**src/rtl/gaussian_filter.sv**
```systemverilog
// Streaming 3x3 Gaussian blur over a raster-order grayscale frame.
// Two line buffers feed a 3x3 window; the filtered pixel is registered one cycle after window completion.
module gaussian_filter #(
  parameter int IMG_WIDTH  = 8,
  parameter int IMG_HEIGHT = 8
) (
  input  logic       clk,
  input  logic       rst_n,
  input  logic       enable,
  input  logic       data_valid,
  input  logic [7:0] data_in,
  output logic [7:0] data_out,
  output logic       valid_out,
  output logic       done
);

  localparam int CW = $clog2(IMG_WIDTH);
  localparam int RW = $clog2(IMG_HEIGHT);
  localparam logic [CW-1:0] COL_LAST = CW'(IMG_WIDTH - 1);
  localparam logic [RW-1:0] ROW_LAST = RW'(IMG_HEIGHT - 1);
  localparam logic [CW-1:0] COL_TWO  = CW'(2);
  localparam logic [RW-1:0] ROW_TWO  = RW'(2);

  logic [CW-1:0] col_q, col_d;
  logic [RW-1:0] row_q, row_d;
  logic [7:0]    lb0_q [IMG_WIDTH];
  logic [7:0]    lb0_d [IMG_WIDTH];
  logic [7:0]    lb1_q [IMG_WIDTH];
  logic [7:0]    lb1_d [IMG_WIDTH];
  logic [7:0]    win_q [3][3];
  logic [7:0]    win_d [3][3];
  logic          win_valid_q, win_valid_d;
  logic          win_last_q, win_last_d;
  logic [7:0]    data_out_q, data_out_d;
  logic          valid_out_q, valid_out_d;
  logic          done_q, done_d;
  logic          accept_s;
  logic          col_last_s;
  logic          row_last_s;
  logic [11:0]   sum_s;

  // Raster position of the pixel being accepted this cycle.
  always_comb begin
    accept_s   = enable & data_valid;
    col_last_s = (col_q == COL_LAST);
    row_last_s = (row_q == ROW_LAST);
    col_d      = col_q;
    row_d      = row_q;
    if (accept_s) begin
      if (col_last_s) begin
        col_d = {CW{1'b0}};
        if (row_last_s) begin
          row_d = {RW{1'b0}};
        end else begin
          row_d = row_q + RW'(1);
        end
      end else begin
        col_d = col_q + CW'(1);
        row_d = row_q;
      end
    end else begin
      col_d = col_q;
      row_d = row_q;
    end
  end

  // Window shift and line-buffer rotation; lb1 holds row-2, lb0 holds row-1.
  always_comb begin
    win_d       = win_q;
    lb0_d       = lb0_q;
    lb1_d       = lb1_q;
    win_valid_d = 1'b0;
    win_last_d  = 1'b0;
    if (accept_s) begin
      for (int r = 0; r < 3; r++) begin
        win_d[r][0] = win_q[r][1];
        win_d[r][1] = win_q[r][2];
      end
      win_d[0][2]   = lb1_q[col_q];
      win_d[1][2]   = lb0_q[col_q];
      win_d[2][2]   = data_in;
      lb1_d[col_q]  = lb0_q[col_q];
      lb0_d[col_q]  = data_in;
      win_valid_d   = (row_q >= ROW_TWO) && (col_q >= COL_TWO);
      win_last_d    = col_last_s && row_last_s;
    end else begin
      win_valid_d = 1'b0;
      win_last_d  = 1'b0;
    end
  end

  // Kernel [1 2 1; 2 4 2; 1 2 1]; max 16*255 fits in 12 bits.
  always_comb begin
    sum_s = {4'd0, win_q[0][0]} + {3'd0, win_q[0][1], 1'b0} + {4'd0, win_q[0][2]}
          + {3'd0, win_q[1][0], 1'b0} + {2'd0, win_q[1][1], 2'b00} + {3'd0, win_q[1][2], 1'b0}
          + {4'd0, win_q[2][0]} + {3'd0, win_q[2][1], 1'b0} + {4'd0, win_q[2][2]};
    valid_out_d = win_valid_q;
    done_d      = win_valid_q & win_last_q;
    if (win_valid_q) begin
      data_out_d = sum_s[11:4];
    end else begin
      data_out_d = data_out_q;
    end
  end

  // Position, window and output registers.
  always_ff @(posedge clk or negedge rst_n) begin
    if (!rst_n) begin
      col_q       <= {CW{1'b0}};
      row_q       <= {RW{1'b0}};
      win_valid_q <= 1'b0;
      win_last_q  <= 1'b0;
      data_out_q  <= 8'h00;
      valid_out_q <= 1'b0;
      done_q      <= 1'b0;
      for (int r = 0; r < 3; r++) begin
        for (int c = 0; c < 3; c++) begin
          win_q[r][c] <= 8'h00;
        end
      end
    end else begin
      col_q       <= col_d;
      row_q       <= row_d;
      win_valid_q <= win_valid_d;
      win_last_q  <= win_last_d;
      data_out_q  <= data_out_d;
      valid_out_q <= valid_out_d;
      done_q      <= done_d;
      win_q       <= win_d;
    end
  end

  // Line buffers carry no reset; rows 0-1 never produce output so stale contents are harmless.
  always_ff @(posedge clk) begin
    lb0_q <= lb0_d;
    lb1_q <= lb1_d;
  end

  assign data_out  = data_out_q;
  assign valid_out = valid_out_q;
  assign done      = done_q;

endmodule

```
**config.mk**
```make
export PLATFORM = sky130hd
export DESIGN_NAME = gaussian_filter
export DESIGN_NICKNAME = d
export VERILOG_FILES = /design/src/rtl/gaussian_filter.sv
export SDC_FILE = /design/constraint.sdc
export NUM_CORES = 1
export LEC_CHECK = 0
export ABC_AREA = 1
export BUFFER_PORTS_ARGS = -buffer_cell sky130_fd_sc_hd__buf_2
export CORE_MARGIN = 1.5
export CORE_UTILIZATION = 56
export DETAILED_ROUTE_END_ITERATION = 10
export PLACE_DENSITY = 0.75
export SLEW_MARGIN = 20
export SYNTH_ARGS = -nofsm -noshare
export SYNTH_HDL_FRONTEND = slang
export SYNTH_SLANG_ARGS = --single-unit
```
**constraint.sdc**
```tcl
create_clock -name clk -period 4 [get_ports clk]
set_input_delay 0.8 -clock clk [delete_from_list [all_inputs] [get_ports clk]]
set_output_delay 0.8 -clock clk [all_outputs]
set_load 0.005 [all_outputs]
```
==> flow_metrics.env <==
export IMPL_max_freq_mhz=262
export IMPL_r2r_start="win_q[5]"
export IMPL_gp_congestion=0.786
export IMPL_synth_seq_area_share_pct=61.2
export IMPL_root_buffer="clkbuf_16"
export IMPL_ios=22
export IMPL_grt_pass1_vias=6207
export IMPL_coreArea_mm2=0.0174
export IMPL_dp_slack_ns=0.0604
export IMPL_io_buffer_count=21
export IMPL_crit_fanout=5
export IMPL_crit_path_start_kind="flip-flop"
export IMPL_tightest_slew_ns=0.737
export IMPL_syn_area_per_cell_um2=11.2
export IMPL_netlist_instances=893
export IMPL_drc=0
export IMPL_grt_overflow_total=0
export IMPL_rrSetupSlack_ns=0.18
export IMPL_grt_max_degree=79
export IMPL_cp_cell_sequence="inv_1 > fa_1 > inv_1 > fa_1 > fa_1 > inv_1 > fa_1 > inv_1 > ha_1 > nand2_1 > inv_1 > nand3_1 > nand2_1 > nand2_1 > nand2_1 > nand2_1 > nand3_1 > nand2_1"
export IMPL_hpwl_um=12600
export IMPL_drv_cap=0
export IMPL_nNetsFinal=1010
export IMPL_setup_tns_final_ns=0
export IMPL_maxSlewViolCount=0
export IMPL_vias=6165
export IMPL_antenna_cells=0
export IMPL_worst_path_most_repeated_cell="nand2_1"
export IMPL_track_usage_pct=22.5
export IMPL_status="finished, final reports clean"
export IMPL_grt_pass1_wl_um=31900
export IMPL_path_depth=18
export IMPL_clk_pin_slew_ns=0.06
export IMPL_seq_area_mm2=0.00610
export IMPL_postCtsHoldBufs=0
export IMPL_syn_area_mm2=0.00997
export IMPL_final_setup_worst_slack_ns=0.182
export IMPL_cp_slowest_cell="fa_1"
export IMPL_finalNonFillerCells=1171
export IMPL_cp_arrival_ns=4.22
export IMPL_cts_sinks=218
export IMPL_drive_above_1_share_pct=9.62
export IMPL_crit_family="adder cells"
export IMPL_slew_headroom_pct=50.9
export IMPL_cts_buffers=24
export IMPL_max_stage_delay_ns=0.54
export IMPL_setup_viol=0
export IMPL_skew_ns=0.0234
export IMPL_cp_end_kind="flip-flop"
export IMPL_synth_cell_types=36
export IMPL_placed_cells=1128
export IMPL_ys_warn_count=0
export IMPL_die_h_um=136
export IMPL_fp_dieArea_mm2=0.0186
export IMPL_critical_path_class="reg2reg"
export IMPL_drtIter0Drc=354
export IMPL_firstDrtPassIters=5
export IMPL_vias_per_cell=5.26
export IMPL_period_share_pct=95.4
export IMPL_antenna_found_initial=0
export IMPL_grt_setup_unrepaired="no"
export IMPL_finalHoldViolations=0
export IMPL_cts_tree="yes"
export IMPL_rr_worst_depth=18
export IMPL_placementRows=48
export IMPL_crit_start="win_q[5]"
export IMPL_cp_endpoint="data_out[6]"
export IMPL_worstPathRequired_ns=4.40
export IMPL_start_util_pct=57.4
export IMPL_fp_dieW_um=136
export IMPL_cts_resized=0
export IMPL_wirelength_um=19400
export IMPL_synth_seq_cells=218
export IMPL_multi_input_area_mm2=0.00326
export IMPL_path_buf_inv=5
export IMPL_nFillCells=1323
export IMPL_min_period_ns=3.82
export IMPL_synth_nets=974
export IMPL_r2r_end="data_out[6]"
export IMPL_routedWlPerCell_um=16.6
export IMPL_syn_to_final_growth_pct=11.5
export IMPL_clkLatencyLatePin_ns=0.54
export IMPL_post_cts_setup_buffers=0
export IMPL_ant_nets=0
export IMPL_max_clock_path_buffers=3
export IMPL_htree_levels=1
export IMPL_hp_class="in2async"
-- stage by stage --
step           instance area, um2  hold slack (ns)  util [%]
4_1_cts                     11100            0.213      64.0
2_1_floorplan                9970            0.352         -
3_5_place_dp                10300            0.422      59.5
5_1_grt                     11100            0.234      64.1
6_report                    11100            0.199      64.1
3_3_place_gp                10300            0.416      59.5
-- worst min path at each step --
stage / end / slack, ns / cells after the start
finish: win_q[57] / 0.20 / 1
floorplan: valid_out / 0.35 / 0
CTS: win_q[65] / 0.21 / 1
global placement: done / 0.42 / 2
detailed placement: done / 0.42 / 2
global route: win_q[32] / 0.23 / 1
-- synth_stat cells, drive strengths merged --
master	number	area [um2]
ha	17	213
buf	20	126
edfxtp	128	3840
inv	122	458
a21o	1	7.51
nand2	235	895
or2	1	6.26
fa	52	1040
o21ai	71	355
nand3b	1	7.51
a21oi	8	40.0
a211oi	8	65.1
o22ai	7	43.8
o21a	1	7.51
nor3	1	5.00
a31oi	1	6.26
xnor2	2	17.5
clkinv	1	3.75
nand3	27	135
nand4	8	50.1
dfrtp	90	2250
o31ai	1	7.51
o211ai	6	45.0
clkbuf	9	35.0
and2	1	6.26
nor2	74	295
-- per-layer routing --
layer / track usage [%] / up-vias / share of wire, %
li1: - / 2959 / -
met1: 31.0 / 3027 / 44
met2: 38.0 / 142 / 49
met3: 2.91 / 37 / 5.1
met4: 6.26 / 0 / 2.1
met5: 0 / - / 0
-- flip-flops by register name (all words and copies together), names as in the netlist --
signal / flops
win_last_q: 1
valid_out_d: 1
win_q: 72
valid_out: 1
done: 1
data_out: 8
lb0_q: 64
row_q: 3
lb1_q: 64
col_q: 3
-- worst reg2reg max path: cells and delay by family (launching register included) --
kind                     cells  cell delay (ns)
flip-flops                   1             0.33
buffers and inverters        5             0.29
adder cells (fa/ha/maj)      5             2.46
AND/OR/NAND/NOR              8             0.63
-- final cells by class --
class	instances	area share, %
clock inverters	12	1.00
flip-flops and latches	218	54.8
well taps	225	2.53
inverters	123	4.15
multi-input cells	523	29.3
repair buffers	39	2.18
clock buffers	31	6.00
-- logic make-up after synthesis --
| family | count (synthesis) | synth area share, % |
|---|---|---|
| DFF | 218 | 61.2 |
| adders and majority gates | 69 | 12.6 |
| AOI/OAI and AO/OA | 104 | 5.80 |
| and+or+nand+nor | 348 | 14.0 |
| buffers and inverters | 152 | 6.25 |
| xor gates and xnor gates | 2 | 0.176 |
-- layout by cell type, fill, tap and decap left out, types with 19 or more instances in the layout --
| cell type | netlist | layout |
|---|---|---|
| dfrtp_1 | 90 | 90 |
| clkbuf_16 | 0 | 24 |
| buf_4 | 3 | 19 |
| nand2_1 | 232 | 231 |
| fa_1 | 52 | 50 |
| nor2_1 | 71 | 70 |
| edfxtp_1 | 128 | 128 |
| buf_2 | 14 | 20 |
| inv_1 | 119 | 118 |
| nand3_1 | 27 | 27 |
| o21ai_0 | 66 | 65 |
Power is left out: the tool's default activity adds up to more than one toggle a clock period on the data nets, which glitch-free logic cannot reach.
